File: src/rtl/hit_sound_sequencer.sv
// Turns per-lane hit strobes from two players into one-hot buzzer sound codes,
// queued in a 4-deep FIFO and spaced by a programmable silent hold window.
module hit_sound_sequencer #(
    parameter int unsigned HOLD_CYCLES = 25000000
) (
    input  logic       clk,
    input  logic       rst,
    input  logic [3:0] hit_p1,
    input  logic [3:0] hit_p2,
    input  logic       enable,
    output logic [7:0] sound,
    output logic       busy,
    output logic       fifo_full,
    output logic [7:0] drop_count
);

    localparam logic [26:0] HOLD_LOAD = 27'(HOLD_CYCLES - 1);

    typedef enum logic {
        IDLE = 1'b0,
        HOLD = 1'b1
    } state_t;

    state_t      state;
    logic [26:0] hold_cnt;

    logic [7:0]  req;
    logic [7:0]  req_d;
    logic [7:0]  ev;
    logic        ev_any;
    logic        ev_multi;
    logic [2:0]  ev_idx;

    logic [2:0]  mem [4];
    logic [1:0]  wr_ptr;
    logic [1:0]  rd_ptr;
    logic [2:0]  count;
    logic [2:0]  head;

    logic        pop;
    logic        push;
    logic        lost;

    always_comb begin
        req      = {hit_p1, hit_p2};
        ev       = req & ~req_d;
        ev_any   = |ev;
        // Clearing the lowest set bit leaves something only if two or more were set.
        ev_multi = |(ev & (ev - 8'd1));
        ev_idx   = 3'd0;
        for (int i = 0; i < 8; i++) begin
            if (ev[i]) ev_idx = 3'(i);
        end
    end

    always_comb begin
        head = mem[rd_ptr];
        pop  = enable && (state == IDLE) && (count != 3'd0);
        push = enable && ev_any && ((count != 3'd4) || pop);
        lost = enable && (ev_multi || (ev_any && !push));
    end

    always_ff @(posedge clk) begin
        if (push) mem[wr_ptr] <= ev_idx;
    end

    always_ff @(posedge clk) begin
        if (!rst) begin
            // Track live levels during reset so lanes held through it stay silent.
            req_d      <= req;
            wr_ptr     <= 2'd0;
            rd_ptr     <= 2'd0;
            count      <= 3'd0;
            drop_count <= 8'd0;
            state      <= IDLE;
            hold_cnt   <= 27'd0;
            sound      <= 8'h00;
        end else begin
            req_d <= req;

            if (!enable) begin
                wr_ptr <= 2'd0;
                rd_ptr <= 2'd0;
                count  <= 3'd0;
            end else begin
                if (push) wr_ptr <= wr_ptr + 2'd1;
                if (pop)  rd_ptr <= rd_ptr + 2'd1;
                count <= count + 3'(push) - 3'(pop);
            end

            if (lost && (drop_count != 8'hFF)) drop_count <= drop_count + 8'd1;

            case (state)
                IDLE: begin
                    if (pop) begin
                        sound    <= 8'd1 << head;
                        hold_cnt <= HOLD_LOAD;
                        state    <= HOLD;
                    end else begin
                        sound <= 8'h00;
                    end
                end
                HOLD: begin
                    sound <= 8'h00;
                    if (hold_cnt == 27'd0) state <= IDLE;
                    else                   hold_cnt <= hold_cnt - 27'd1;
                end
                default: begin
                    sound <= 8'h00;
                    state <= IDLE;
                end
            endcase
        end
    end

    assign busy      = (state == HOLD);
    assign fifo_full = (count == 3'd4);

endmodule

File: config.mk
export PLATFORM = sky130hd
export DESIGN_NAME = hit_sound_sequencer
export DESIGN_NICKNAME = d
export VERILOG_FILES = /design/src/rtl/hit_sound_sequencer.sv
export SDC_FILE = /design/constraint.sdc
export NUM_CORES = 1
export LEC_CHECK = 0
export CAP_MARGIN = 0
export CORE_AREA = 3 3 109 90
export CTS_CLUSTER_SIZE = 28
export DETAILED_ROUTE_END_ITERATION = 7
export DIE_AREA = 0 0 112 93
export REMOVE_ABC_BUFFERS = 1
export SLEW_MARGIN = 20
export SYNTH_ARGS = -nofsm -noshare
export SYNTH_HDL_FRONTEND = slang
export SYNTH_SLANG_ARGS = --single-unit
File: constraint.sdc
create_clock -name clk -period 4.2 [get_ports clk]
set_input_delay 0.63 -clock clk [delete_from_list [all_inputs] [get_ports clk]]
set_output_delay 0.63 -clock clk [all_outputs]
set_load 0.02 [all_outputs]
==> metrics.md <==
| Metric | Value |
|---|---|
| Status | complete, no violations |
| Layout cell share with drive strength beyond 1 | 9.186% |
| Die Ht | 93 um |
| Number of global-route vias before repair | 2491 |
| CTS clk-pin slew, worst paths | 0.07 ns |
| Placed Cells | 480 |
| Main combinational cell family by area after synthesis | simple AND/OR/NAND/NOR gates |
| Clock sink count | 73 |
| Final number of max-transition violations | 0 |
| Cell taking the most area after synthesis | dfxtp_1 |
| Clk root buf | clkbuf_8 |
| Synth-to-Final Area Change | 16.70% |
| All-Layer GR Usage | 14.19% |
| Initial Util | 38.55% |
| Slew headroom | 31.95% |
| Cell variety after synth | 60 |
| Antenna violations before repair | 0 |
| Sequential power share | 45.5% |
| MaxCap Viol Count | 0 |
| Ys Warns | 0 |
| F_max | 364.0 MHz |
| Synth Cell Area | 0.003425 mm^2 |
| Setup TNS | 0 ns |
| Area of the core | 0.008882 mm^2 |
| Post-Synth XOR/XNOR Area | 1.790% |
| DRT Pass-1 Iters | 4 |
| Synth top area share | 35.66% |
| Clock share of power | 30.8% |
| CP Capture Type | flip-flop |
| CTS buffer count | 9 |
| VDD IR max | 0.0002023 V |
| Overflow after GRT | 0 |
| Die ar. | 0.01042 mm^2 |
| Mapped Cells | 346 |
| Synth Area in Compound Gates | 18.60% |
| Final hold slack | 0.4723 ns |
| Routed Antenna Nets | 0 |
| Drt first-iter violations | 171 |
| Switch share | 32.16% |
| Die W | 112 um |
| DR vias | 2720 |
| Fin cells | 496 |
| # DRC | 0 |
| HP Class | reg2reg |
| Commonest non-fill, non-tap cell in the layout | dfxtp_1 |
| Critical path peak fanout | 14 |
| Leak pwr | 1.423 nW |
| Post-cts sizing count | 0 |
| Crit path time final | 2.747 ns |
| GPL Wtd Cong | 0.8015 |
| First-pass GRT wire length | 11970 um |
| Hold Fails Final Rpt | 0 |
| Startpoint types | input pin |
| Simple-gate portion of the synthesized area | 22.36% |
| IO Count | 29 |
| RSZ-0062 raised after global routing | no |
| Buffers on Ports | 28 |
| Int Power | 0.001200 W |
| Worst slew pin tran | 1.015 ns |
| Flops & latches, synth | 73 |
| Post-CTS Setup Bufs | 0 |
| Clock Latency Late Sink | 0.35 ns |
| Total Nets Final | 396 |
| Setup violations, final | 0 |
| Final Skew | 0.008097 ns |
| Part of the cycle the worst path needs | 65.41% |
| Largest cells by area after synthesis | dfxtp_1, edfxtp_1, nand2b_1 |
| # diodes | 0 |
| CTS tree | done |
| Main synth FF type | dfxtp_1 |
| Hpwl dp | 4890 um |
| Sequential share of the synthesized area | 46.18% |
| Sw Pwr | 0.0005687 W |
| CTS max path bufs | 2 |
| H-tree Lvls | 3 |
| Power Density | 442.5 mW/mm^2 |
| Drt via density | 5.484 |
| Final core utilization | 44.99% |
| Crit Path Category | in2reg |
| Comb pwr share | 23.7% |
| # rows | 31 |
| WL/cell | 14.26 um |
| Largest net degree at the start of global routing | 24 |
| Overall Power | 0.001768 W |
| Cts hold-fix bufs | 0 |
| Fraction of registers with async set/reset | 0% |
| Mux cell area share after synthesis | 4.019% |
| WL final | 7071 um |
| Post-synth EDFFs | 12 |
| Synth Area in Adders | 3.507% |
| Arrival time worst endpoint | 2.98 ns |
| Commonest non-fill, non-tap cells in the layout | dfxtp_1, clkdlybuf4s50_1, nor2_1 |
| Required @ worst endpoint | 4.44 ns |
| Syn_area_per_cell | 9.897 um^2 |
[stage by stage]
step                      setup WS [ns]  cell area [um^2]
after global placement            1.159              3802
after CTS                         1.471              3996
final                             1.453              3996
after detailed placement          1.096              3802
after floorplan                   1.416              3341
after global routing              1.343              3996
[final cells by class]
cell class	count	area [um^2]
clock buffers	9	123.9
inverters	10	37.54
repair buffers	33	317.8
clock inverters	7	70.07
fillers	856	4886
multi-input cells	249	1722
flip-flops and latches	73	1582
well taps	115	143.9
[power by group through the flow]
stage	clock network [W]	logic, W	registers, W
floorplan	0	0.000305	0.000814
global placement	0	0.000407	0.000819
detailed placement	0	0.000416	0.000821
CTS	0.000560	0.000417	0.000804
global route	0.000594	0.000474	0.000813
finish	0.000544	0.000419	0.000805
[worst max-delay path, stage by stage]
cell and delay [ns]:
clkdlybuf4s50_1 0.60, inv_1 0.15, or3_1 0.61, nand2_1 0.13, nand2_1 0.06, ha_1 0.19
fa_1 0.38, xnor2_1 0.17, nor2_1 0.05
[registers in the layout, indices dropped and copies added, names as in the netlist, named ones only]
register / flops
sound: 8
drop_count: 8
req_d: 8
wr_ptr: 2
hold_cnt: 27
rd_ptr: 2
count: 3
mem: 12
busy: 1
[per-layer routing]
metal  vias to the layer above  share of wire [%]  GRT usage [%]
met5                         -                  0              0
met4                         0               0.91          3.604
met3                         5                6.5          5.692
met2                        65                 42          20.96
met1                      1269                 50          19.42
li1                       1381                  -              -
[kinds of logic after synthesis]
logic type	after synthesis
AO/OA/AOI/OAI	88
buffers and inverters	24
AND/OR/NAND/NOR	135
multiplexers	10
XOR/XNOR	7
flip-flops	73
adder cells (fa/ha/maj)	9
[final timing paths]
path                            slack (ns)  cells past startpoint           end         start
worst min register to register        0.47                      2  hold_cnt[15]  hold_cnt[15]
worst min-delay path                  0.47                      2  hold_cnt[15]  hold_cnt[15]
worst max register to register        1.62                      6  hold_cnt[13]  hold_cnt[10]
worst max-delay path                  1.45                      9      count[2]        enable
[Yosys cell counts (all sizes together), types with 4 or more instances]
library cell / n
o21ai: 13
or3: 11
buf: 6
or4: 15
a31oi: 9
a211oi: 5
nor4: 4
and2: 6
xnor2: 4
o31ai: 10
nand2b: 18
o211ai: 12
mux2i: 7
inv: 10
or2: 6
nand2: 20
nor3: 8
nor2: 24
a21oi: 9
dfxtp: 61
nand4: 4
nand3: 6
clkbuf: 8
o31a: 5
ha: 8
edfxtp: 12
a311oi: 4
and3: 5
Note: power is estimated with default switching activity, not from simulation.
